**src/rtl/dsm_dac_core.sv**
```systemverilog
// dsm_dac_core: order-1/2 delta-sigma DAC modulator with staged input.
// Define DSM_DITHER_EN to add 1-LSB LFSR dither to the input code.
module dsm_dac_core #(
  parameter int DATA_WIDTH = 4,
  parameter int ORDER      = 1,
  parameter int ACC_GUARD  = 4
) (
  input  logic                  i_clk,
  input  logic                  i_rst_n,
  input  logic                  i_sample,
  input  logic                  i_valid,
  input  logic [DATA_WIDTH-1:0] i_data,
  output logic                  o_ready,
  input  logic                  i_ovl_clr,
  output logic                  o_dac_out,
  output logic                  o_overload
);
  localparam int W     = DATA_WIDTH;
  localparam int ACC_W = W + ACC_GUARD;
  localparam int SUM_W = ACC_W + 2;

  typedef logic signed [ACC_W-1:0] acc_t;
  typedef logic signed [SUM_W-1:0] sum_t;

  localparam sum_t SAT_HI = sum_t'((1 << (ACC_W-1)) - 1);
  localparam sum_t SAT_LO = sum_t'(-(1 << (ACC_W-1)));
  localparam sum_t FB_ONE = sum_t'(1 << W);

  if (ORDER != 1 && ORDER != 2) begin : g_bad_order
    $error("dsm_dac_core: ORDER must be 1 or 2");
  end
  if (ACC_GUARD < 0 || ACC_GUARD > 8) begin : g_bad_guard
    $error("dsm_dac_core: ACC_GUARD must be 0..8");
  end

  function automatic acc_t sat(input sum_t v);
    if (v > SAT_HI) return acc_t'(SAT_HI);
    if (v < SAT_LO) return acc_t'(SAT_LO);
    return acc_t'(v);
  endfunction

  function automatic logic over(input sum_t v);
    return (v > SAT_HI) || (v < SAT_LO);
  endfunction

  function automatic logic pos(input acc_t v);
    return !v[ACC_W-1] && (|v);
  endfunction

  acc_t         i1_q, i2_q, i1_n, i2_n;
  logic [W-1:0] active_q, staged_q;
  logic         pend_q, dac_q, ovl_q;
  logic [W:0]   x;
  logic         y, hit;
  sum_t         fb, s1, s2;

`ifdef DSM_DITHER_EN
  logic [15:0] lfsr_q;

  always_ff @(posedge i_clk or negedge i_rst_n) begin
    if (!i_rst_n)
      lfsr_q <= 16'hACE1;
    else if (i_sample)
      lfsr_q <= {lfsr_q[0] ^ lfsr_q[2] ^ lfsr_q[3] ^ lfsr_q[5],
                 lfsr_q[15:1]};
  end

  assign x = {1'b0, active_q} + {{W{1'b0}}, lfsr_q[0]};
`else
  assign x = {1'b0, active_q};
`endif

  assign y    = (ORDER == 2) ? pos(i2_q) : pos(i1_q);
  assign fb   = y ? FB_ONE : '0;
  assign s1   = sum_t'(i1_q) + sum_t'(x) - fb;
  assign i1_n = sat(s1);
  // second stage integrates the already-clamped first stage
  assign s2   = sum_t'(i2_q) + sum_t'(i1_n) - fb;
  assign i2_n = (ORDER == 2) ? sat(s2) : '0;
  assign hit  = i_sample &&
                (over(s1) || ((ORDER == 2) && over(s2)));

  always_ff @(posedge i_clk or negedge i_rst_n) begin
    if (!i_rst_n) begin
      i1_q  <= '0;
      i2_q  <= '0;
      dac_q <= 1'b0;
    end else if (i_sample) begin
      i1_q  <= i1_n;
      i2_q  <= i2_n;
      dac_q <= y;
    end
  end

  always_ff @(posedge i_clk or negedge i_rst_n) begin
    if (!i_rst_n) begin
      active_q <= '0;
      staged_q <= '0;
      pend_q   <= 1'b0;
    end else if (i_sample && pend_q) begin
      active_q <= staged_q;
      pend_q   <= 1'b0;
    end else if (i_valid && !pend_q) begin
      staged_q <= i_data;
      pend_q   <= 1'b1;
    end
  end

  always_ff @(posedge i_clk or negedge i_rst_n) begin
    if (!i_rst_n)
      ovl_q <= 1'b0;
    else if (hit)
      ovl_q <= 1'b1;
    else if (i_ovl_clr)
      ovl_q <= 1'b0;
  end

  assign o_ready    = !pend_q;
  assign o_dac_out  = dac_q;
  assign o_overload = ovl_q;
endmodule

```
**config.mk**
```make
export PLATFORM = sky130hd
export DESIGN_NAME = dsm_dac_core
export DESIGN_NICKNAME = d
export VERILOG_FILES = /design/src/rtl/dsm_dac_core.sv
export SDC_FILE = /design/constraint.sdc
export NUM_CORES = 1
export LEC_CHECK = 0
export ABC_AREA = 1
export BUFFER_PORTS_ARGS = -buffer_cell sky130_fd_sc_hd__buf_2
export CAP_MARGIN = 20
export CORE_MARGIN = 3
export CORE_UTILIZATION = 40
export DETAILED_ROUTE_END_ITERATION = 10
export SYNTH_ARGS = -nofsm -noshare
export SYNTH_HDL_FRONTEND = slang
export SYNTH_SLANG_ARGS = --single-unit
```
**constraint.sdc**
```tcl
create_clock -name i_clk -period 3.05 [get_ports i_clk]
set_clock_uncertainty 0.05 [all_clocks]
set_input_delay 0.305 -clock i_clk [delete_from_list [all_inputs] [get_ports i_clk]]
set_output_delay 0.305 -clock i_clk [all_outputs]
set_load 0.005 [all_outputs]
```
Yosys cells after proc, flatten, opt, wreduce, memory -nomap -nowiden

Cells that the tools add are included.

Flip-flop bits (word level): 19
Bits of input ports: 9
Output and inout port bits: 3
Logic and storage cells: 34

Add/subtract/negate cells: 2
$lt $le $gt $ge: 2
Mux-type cells: 12
Bitwise gates (word level): 1
Reduce and logical (&&, ||, !) cells: 11

Operators by type and width:

| kind                  | count |
|---|---|
| $mux W8               | 4 |
| $gt A10 B8 Y1 const B | 1 |
| $lt A10 B8 Y1 const B | 1 |
| $sub A9 B6 Y10        | 1 |
| $add A8 B5 Y9         | 1 |
| $reduce_or A8 Y1      | 1 |
| $mux W1               | 7 |
| $mux W5               | 1 |
| $logic_and A1 B1 Y1   | 4 |
| $reduce_bool A2 Y1    | 2 |
| $logic_not A1 Y1      | 2 |
| $reduce_and A2 Y1     | 1 |
| $logic_or A1 B1 Y1    | 1 |
| $not A1 Y1            | 1 |

Depth between registers and ports, before layout

Gate-level depths: netlist of run 1.

Depth in word-level cells: 9
Mapped depth: 17
Gate-level depth less buffers: 17

Worst setup path before layout of run 1

Ideal clock, no wire load.

Kind: register to register
From: reg i1_q[6]
To: reg i1_q[3]
Setup time: 0.116 ns
Arrival: 2.352 ns
Data required time: 2.884 ns
Setup slack: 0.532 ns
Stages on the path, launching flop included: 17
Path buffers: 0
Clock period less this slack: 2.518 ns
Cell sequence: dfrtp_1 inv_1 ha_1 nand4_1 o41ai_1 ha_1 ha_1 nand2_1 nand2_1 a21oi_2 nand2_1 nor2_1 nand2_2 nand2_1 nand2_1 nand2_1 nand2_1

Cells in the longest elaborated chain, start to end: 9
Elaborated cells on any way between the ends: 13
Classes of those cells: add/sub (2); order compare (2); mux (7); reduce/logical (2)

RTL lines:

| item                                                                  | RTL line | RTL |
|---|---|---|
| start, declared                                                       | 50       | `acc_t i1_q, i2_q, i1_n, i2_n;` |
| start signal, assigned                                                | 89       | `i1_q <= i1_n;` |
| parallel branches: the longest is 3 deep, another holds $add A8 B5 Y9 | n/a      |  |
| $sub A9 B6 Y10 *                                                      | 75       | `assign s1 = sum_t'(i1_q) + sum_t'(x) - fb;` |
| $lt A10 B8 Y1                                                         | 38       | `if (v < SAT_LO) return acc_t'(SAT_LO);` |
| $mux W1 (2 in a row)                                                  | 38       |  |
| $mux W8                                                               | 39       | `return acc_t'(v);` |
| $mux W8 *                                                             | 38       |  |

Mark *: on every way between the ends. The select of a mux whose other input is x is not followed.
A chain may end at the register's enable or synchronous reset.

Worst setup path in the final report of run 1

From: reg i1_q[6]
To: reg i1_q[6]

Same word-level chain as after synthesis.

==> results of run 1 <==
-- cell families after synthesis --
group	synth area share (%)
compound gates	5.07
xor+xnor	2.79
fa+ha+maj	12.9
buf+inv	10.2
flops	37.8
mux	4.48
simple gates	26.7
-- area by class of cell --
type / instances / area [sq um]
timing repair buffer: 12 / 65.1
clock buffer: 3 / 22.5
sequential: 19 / 475
multi-input combinational: 113 / 661
tap: 42 / 52.6
fill: 284 / 1480
clock inverter: 1 / 5.00
inverter: 32 / 120
-- synthesized netlist by cell type (3+ instances only) --
master	instances	area share [%]
dfrtp_1	19	38
ha_1	13	13
a21oi_1	5	2.0
nand2_2	3	1.5
nor2_1	6	1.8
mux2_2	5	4.5
inv_1	32	9.6
nand2_1	64	19
o21ai_0	3	1.2
-- final timing paths --
check / slack, ns / depth (start not counted) / from / end
max: 0.31 / 16 / i1_q[6]$_DFFE_PN0P_ / i1_q[6]$_DFFE_PN0P_
min: 0.17 / 4 / i_ovl_clr / o_overload$_DFFE_PN0P_
max reg2reg: 0.31 / 16 / i1_q[6]$_DFFE_PN0P_ / i1_q[6]$_DFFE_PN0P_
min reg2reg: 0.45 / 2 / o_overload$_DFFE_PN0P_ / o_overload$_DFFE_PN0P_
max in group asynchronous: 2.26 / 2 / i_rst_n / active_q[1]$_DFFE_PN0P_
min in group asynchronous: 0.41 / 2 / i_rst_n / i1_q[6]$_DFFE_PN0P_
-- stage by stage --
step           util [%]  cells  hold slack [ns]  setup WS (ns)  instance area [sq um]
2_1_floorplan         -    166          -0.0406          0.532                   1260
3_3_place_gp       47.2    217            0.203          0.324                   1360
3_5_place_dp       47.2    217            0.211          0.221                   1360
4_1_cts            48.5    222            0.162          0.189                   1390
5_1_grt            48.7    222            0.179         0.0590                   1400
6_report           48.7    222            0.170          0.308                   1400
-- tightest hold or removal path, cell delays in order --
cell and delay [ns]:
buf_2 0.07, inv_1 0.03, nand2_1 0.04, nand2_1 0.04
-- layout by cell type (no fill, tap or decap) --
cell type	instances
a21oi_1	5
a21oi_2	1
a31oi_1	1
buf_2	11
clkbuf_4	3
clkinv_2	1
dfrtp_1	19
dlygate4sd3_1	1
ha_1	13
inv_1	32
mux2_2	5
nand2_1	64
nand2_2	3
nand2_4	1
nand3_1	2
nand3_2	2
nand4_1	2
nor2_1	6
o21ai_0	3
o41ai_2	1
xnor2_1	2
xor2_1	2
-- flip-flops by register name (all words and copies together) (netlist names) --
register,cells
i1_q,8
active_q,4
pend_q,1
staged_q,4
o_dac_out,1
o_overload,1
-- routing by layer --
layer	global-route usage, %	part of all wire, %
met1	20.5	54
met2	21.2	41
met3	1.24	2.9
met4	7.27	2.2
met5	0	0
-- what timing repair did --
action | in CTS | in global routing
setup endpoints to repair | 0 | 8
hold buffers | 1 | 0
hold endpoints to repair | 19 | 0
resized for setup | 0 | 1
==> flow_summary.toml, run 1 <==
[setup_path]
cp_top_family = "simple AND/OR/NAND/NOR gates"
path_max_fanout = 6
crit_path_end_kind = "flop"
cp-start-kind = "flop"
cpMaxStageDelayCell = "dfrtp_1"
cp_data_arrival_time_ns = 2.89
slowest_delay_ns = 0.42
cp.buffers_inverters = 1
crit_path_cell_trace = "inv_1 > ha_1 > nand4_1 > o41ai_2 > ha_1 > ha_1 > nand2_1 > nand2_1 > a21oi_2 > nand2_1 > nor2_1 > nand2_2 > nand2_1 > nand2_1 > nand2_1 > nand2_1"
path_common_cell = "nand2_1"
crit_type = "flop to flop"
required_ns = 3.20

[die]
die_w_um = 62.1
start_util_pct = 43.7
coreArea_sq_um = 2880
rows = 19
die_area_sq_um = 3850
ios = 12
fp.dieH_um = 62.1

[route]
postRouteAntennaNets = 0
num_vias = 985
drt_iter0_markers = 34
firstDrtPassIters = 4
wire_per_inst_um = 10.3
wl_um = 2280
via_per_inst = 4.44
drcViolationCount = 0

[sta]
fin_crit_ns = 2.74
setup_viol = 0
worst_pin_slew_ns = 0.404
hold_viol = 0
tns_ns = 0
clock.fmax_mhz = 365
slew_headroom_pct = 73.1
finalCritPeriodShare_pct = 89.9
grt_setup_unrepaired = "no"
maxSlewViolCount = 0

[placement]
place.gp.congestion = 0.884
port_buffers = 11
hpwl_um = 1850

[synthesis]
ys_seq_area_share_pct = 37.8
synthCells = 166
ys_types = 20
synth_edf_count = 0
ys_async_sr_fraction_pct = 100
postSynthAreaPerCell_sq_um = 7.58
yosysWarningCount = 0
synthesis.area_sq_um = 1260
ys_ff_latch = 19
ys.flop_type = "dfrtp_1"
syn_nets = 188

[finish]
layout-area-overhead-vs-synth_pct = 11.4
drive_gt1_share_pct = 15.6
num_antenna_cells = 0
finalNetCount = 203

[clocking]
cts_buffer_depth = 2
cts_tree = "yes"
cts_buffers = 3
clk_latency_ns = 0.30
htreeDepth = 1
clock-sinks = 19
path_clk_slew_ns = 0.10
cts_root_buf = "clkbuf_4"
post_cts_buffers = 0

[global_route]
grt_pass1_vias = 901
gr-total-overflow = 0
grt_usage_pct = 14.2
grt_pass1_wl_um = 3970
grt_max_degree = 20
antenna_found_initial = 0

[outcome]
outcome = "finished, final reports clean"

[job]
maxCapViolations = 0

[min_path]
hold_class = "primary input to flop"
Power of run 1 is not shown: default switching activity piles up to over one toggle a cycle in this logic, so the estimate is an artifact.
==> inputs of run 2 (changes only) <==
--- a/config.mk
+++ b/config.mk
@@ -5,7 +5,6 @@
 export SDC_FILE = /design/constraint.sdc
 export NUM_CORES = 1
 export LEC_CHECK = 0
-export ABC_AREA = 1
 export BUFFER_PORTS_ARGS = -buffer_cell sky130_fd_sc_hd__buf_2
 export CAP_MARGIN = 20
 export CORE_MARGIN = 3
==> run 2 against run 1 <==
Against the previous run: via count is 0.81% lower; hold slack better by 0.0099 ns; synthesized area hardly changed; cell count is 17% lower; sequential cell count stayed put; largest cell class unchanged.
==> flow_summary.toml, run 2 <==
[placement]
dp.cells = 177
port_buffers = 11
place.gp.congestion = 0.932
dp_slack_ns = 0.140
hpwl_um = 2210

[setup_path]
required_ns = 3.16
rr_endpoint = "i1_q[6]$_DFFE_PN0P_"
cp_data_arrival_time_ns = 3.01
crit_path_end_kind = "flop"
crit_type = "flop to flop"
cp-start-kind = "flop"
crit_path_cell_trace = "inv_1 > ha_1 > a41o_1 > ha_1 > ha_4 > o211ai_1 > o211ai_1 > nand2_1 > mux2i_1 > a31oi_2 > o221ai_1"
r2r_start = "i1_q[6]$_DFFE_PN0P_"
ff2ff_path_depth = 11
r2r_slack_ns = 0.15
cpMaxStageDelayCell = "dfrtp_1"
path_max_fanout = 5
slowest_delay_ns = 0.36

[finish]
reg.largest.list = "i1_q (8), active_q (4), staged_q (4)"
final_cell_mix = "inv_1, dfrtp_1, ha_1, buf_2"
fillers = 290
num_antenna_cells = 0
drive_gt1_share_pct = 26.1
finalNetCount = 165
final_common_cell = "inv_1"
largest_reg_flops = 8
largest_register = "i1_q"
final_cells = 184
layout-area-overhead-vs-synth_pct = 14.7

[min_path]
hp-start = "i_data[3]"
hold_end = "staged_q[3]$_DFFE_PN0P_"
hold_class = "primary input to flop"
hold_depth = 2

[clocking]
cts_root_buf = "clkbuf_4"
path_clk_slew_ns = 0.10
clk_latency_ns = 0.30
cts_buffer_depth = 2
cts_tree = "yes"
clock-sinks = 19
cts_buffers = 3
htreeDepth = 1

[synthesis]
synth_top_area_share_pct = 37.8
synth_area_leaders = "dfrtp_1, ha_1, mux2_2"
ys_types = 39
ys_ff_latch = 19
postSynthAreaPerCell_sq_um = 9.91
synth_most_common_cell = "inv_1"
synthTopCellsByCount = "inv_1, dfrtp_1, ha_1"
synth_edf_count = 0
synthCells = 127
syn_nets = 149
synth_top_cell_by_area = "dfrtp_1"
synthesis.area_sq_um = 1260
ys_async_sr_fraction_pct = 100
ys_seq_area_share_pct = 37.8
ys.flop_type = "dfrtp_1"
yosysWarningCount = 0

[sta]
setup_viol = 0
fin_crit_ns = 2.90
slew_headroom_pct = 69.0
worst_pin_slew_ns = 0.464
hold_viol = 0
maxSlewViolCount = 0
finalCritPeriodShare_pct = 95.2
fin_hold_ws_ns = 0.180
tns_ns = 0
clock.fmax_mhz = 345
setup_slack_ns = 0.147

[route]
drt_iter0_markers = 44
postRouteAntennaNets = 0
wl_um = 2790
num_vias = 977
via_per_inst = 5.31
drcViolationCount = 0
firstDrtPassIters = 4
wire_per_inst_um = 15.1

[global_route]
grt_pass1_vias = 923
antenna_found_initial = 0
gr-total-overflow = 0
grt_pass1_wl_um = 4470
grt_usage_pct = 16.1
grt_max_degree = 20

[die]
ios = 12
start_util_pct = 43.8
coreArea_sq_um = 2880
fp.dieH_um = 62.1
die_w_um = 62.1
die_area_sq_um = 3860
rows = 19

[outcome]
outcome = "finished, final reports clean"

[job]
maxCapViolations = 0
## run 2: cell count changes in the layout (fill, tap and decap cells not counted), moves of 3 or more
cell / delta
o221ai_1: +3
inv_1: -11
nand2_2: -3
mux2_2: +3
nand2_1: -59
## run 2: layout make-up
type                            count  area [sq um]  area share, %
Clock buffer                        4          26.3           1.82
Inverter                           21          78.8           5.46
Multi-Input combinational cell     84           731           50.6
Sequential cell                    19           475           32.9
Tap cell                           42          52.6           3.64
Timing Repair Buffer               14          80.1           5.55
## run 2: worst max-delay path by stage
stage                                     end           startpoint  depth (start not counted)
after floorplan           i1_q[3]$_DFFE_PN0P_  i1_q[6]$_DFFE_PN0P_                         11
after global placement    i1_q[1]$_DFFE_PN0P_  i1_q[6]$_DFFE_PN0P_                         11
after detailed placement  i1_q[1]$_DFFE_PN0P_  i1_q[6]$_DFFE_PN0P_                         11
after CTS                 i1_q[1]$_DFFE_PN0P_  i1_q[6]$_DFFE_PN0P_                         11
after global routing      i1_q[6]$_DFFE_PN0P_  i1_q[2]$_DFFE_PN0P_                         10
final                     i1_q[6]$_DFFE_PN0P_  i1_q[6]$_DFFE_PN0P_                         11
## run 2: cell families (layout without fill, tap and decap cells)
logic type / Yosys count / count (layout) / share of synthesized area, %
xor gates and xnor gates: 5 / 5 / 3.48
adders and majority gates: 13 / 13 / 12.9
and+or+nand+nor: 27 / 27 / 12.0
buffers and inverters: 24 / 39 / 7.26
AOI/OAI and AO/OA: 30 / 30 / 18.6
DFF: 19 / 19 / 37.8
muxes: 9 / 9 / 7.95
## run 2: per-layer routing
| layer | track usage [%] | vias to the layer above | wire length (um) |
|---|---|---|---|
| li1 | - | 478 | - |
| met1 | 23.9 | 471 | 1260 |
| met2 | 23.2 | 22 | 1340 |
| met3 | 3.72 | 6 | 148 |
| met4 | 4.24 | 0 | 43 |
| met5 | 0 | - | 0 |
## run 2: repair_timing
action,4_1_cts,5_1_grt
setup endpoints to repair,0,6
setup buffers,0,2
hold buffers,1,0
resized for setup,0,5
hold endpoints to repair,19,0
## run 2: metrics by stage
step                      utilization (%)  cell area [sq um]
final                                50.2               1440
after floorplan                         -               1260
after CTS                            48.3               1390
after global placement               47.1               1350
after detailed placement             47.1               1350
after global routing                 50.2               1440
## run 2: critical path: cells and delay by family, from the launching register on
family	cells	cell delay, ns
compound gates	5	1.10
fa+ha+maj	3	0.83
buf+inv	1	0.08
mux	1	0.16
flops	1	0.36
simple gates	1	0.17
Power of run 2 is left out for the same reason.
==> inputs of run 3 (changes only) <==
==> constraint.sdc (replaced) <==
create_clock -name i_clk -period 3.5 [get_ports i_clk]
set_clock_uncertainty 0.05 [all_clocks]
set_input_delay 0.35 -clock i_clk [delete_from_list [all_inputs] [get_ports i_clk]]
set_output_delay 0.35 -clock i_clk [all_outputs]
set_load 0.005 [all_outputs]
==> run 3 against run 2 <==
Against the previous run: die area is the same; sequential share of layout area grew 1.3 points; register-to-register slack gained 0.39 ns; fmax shrank 2.0%; hold slack gained 0.050 ns; global-route usage is the same; first-iteration DRC count shrank 45%; core utilization shrank 1.9 points; cell count shrank 1.1%; largest cell class unchanged.
==> flow_summary.toml, run 3 (same netlist as run 2, synthesis figures left out) <==
[route]
wire_per_inst_um = 15.0
drt_iter0_markers = 24
postRouteAntennaNets = 0
firstDrtPassIters = 4
num_vias = 949
drcViolationCount = 0
wl_um = 2720
via_per_inst = 5.21

[outcome]
outcome = "finished, final reports clean"

[die]
start_util_pct = 43.8
fp.dieH_um = 62.1
die_w_um = 62.1
coreArea_sq_um = 2880
ios = 12
die_area_sq_um = 3860
rows = 19

[finish]
layout-area-overhead-vs-synth_pct = 10.4
final_common_cell = "inv_1"
final_cell_mix = "inv_1, dfrtp_1, ha_1, buf_2"
largest_reg_flops = 8
final_cell_area_sq_um = 1390
reg.largest.list = "i1_q (8), active_q (4), staged_q (4)"
largest_register = "i1_q"
drive_gt1_share_pct = 21.4
postLayoutCoreUtil_pct = 48.3
finalNetCount = 163
fillers = 298
num_antenna_cells = 0

[sta]
hold_viol = 0
slew_headroom_pct = 67.6
maxSlewViolCount = 0
tns_ns = 0
fin_crit_ns = 2.96
grt_setup_unrepaired = "no"
worst_pin_slew_ns = 0.486
finalCritPeriodShare_pct = 84.6
setup_viol = 0
clock.fmax_mhz = 338
setup_slack_ns = 0.537

[setup_path]
cpMaxStageDelayCell = "dfrtp_1"
r2r_slack_ns = 0.54
path_common_cell = "ha_1"
slowest_delay_ns = 0.37
crit_type = "flop to flop"
crit_path_cell_trace = "inv_1 > ha_1 > a41o_1 > ha_1 > ha_1 > o211ai_1 > o211ai_1 > nand2_1 > xnor2_1 > a21oi_1 > a311oi_1"
required_ns = 3.65
cp_data_arrival_time_ns = 3.11
cp-start-kind = "flop"
path_max_fanout = 4
crit_path_end_kind = "flop"

[global_route]
antenna_found_initial = 0
grt_max_degree = 20
gr-total-overflow = 0
grt_pass1_wl_um = 4470
grt_pass1_vias = 923
grt_usage_pct = 16.1

[clocking]
htreeDepth = 1
cts_root_buf = "clkbuf_4"
cts_tree = "yes"
cts_buffer_depth = 2
clock-sinks = 19
post_cts_buffers = 0
cts_buffers = 3
path_clk_slew_ns = 0.10
clk_latency_ns = 0.29

[placement]
hpwl_um = 2210
place.gp.congestion = 0.932
port_buffers = 11
dp_slack_ns = 0.590
place_area_sq_um = 1350

[min_path]
hold_class = "primary input to flop"

[job]
maxCapViolations = 0
## run 3: cell types whose count changed in the layout (fill, tap and decap cells not counted), sizes merged
cell	delta
buf	-2
## run 3: metal layers
layer | wire, um | vias to the layer above | track usage [%]
met5 | 0 | - | 0
met4 | 36 | 0 | 4.24
met3 | 83 | 4 | 3.72
met2 | 1260 | 13 | 23.2
met1 | 1340 | 454 | 23.9
li1 | - | 478 | -
## run 3: worst paths after layout
check,start,end,cells after the start
max,i1_q[6]$_DFFE_PN0P_,i1_q[1]$_DFFE_PN0P_,11
max reg2reg,i1_q[6]$_DFFE_PN0P_,i1_q[1]$_DFFE_PN0P_,11
min in group asynchronous,i_rst_n,i1_q[1]$_DFFE_PN0P_,2
min,i_data[3],staged_q[3]$_DFFE_PN0P_,2
max in group asynchronous,i_rst_n,i1_q[5]$_DFFE_PN0P_,2
min reg2reg,staged_q[3]$_DFFE_PN0P_,staged_q[3]$_DFFE_PN0P_,1
## run 3: cell type report
| cell class | instances | area [sq um] | share of cell area (%) |
|---|---|---|---|
| inverters | 21 | 78.8 | 5.67 |
| clock buffers | 4 | 26.3 | 1.89 |
| well taps | 42 | 52.6 | 3.78 |
| repair buffers | 12 | 65.1 | 4.68 |
| flip-flops and latches | 19 | 475 | 34.2 |
| multi-input cells | 84 | 692 | 49.8 |
## run 3: what timing repair did
item,4_1_cts,5_1_grt
endpoints found under the hold margin,19,0
resized for setup,0,0
hold buffers,1,0
## run 3: stage by stage
step	hold slack (ns)	instances
2_1_floorplan	0.00441	127
5_1_grt	0.214	182
3_3_place_gp	0.255	177
6_report	0.230	182
4_1_cts	0.227	182
3_5_place_dp	0.258	177
## run 3: critical path, delay by kind of cell (launching register included)
kind | cells | cell delay (ns)
AO/OA/AOI/OAI | 5 | 1.11
adder cells (fa/ha/maj) | 3 | 0.84
flip-flops | 1 | 0.37
XOR/XNOR | 1 | 0.28
AND/OR/NAND/NOR | 1 | 0.15
buffers and inverters | 1 | 0.08
Power of run 3 is left out for the same reason.
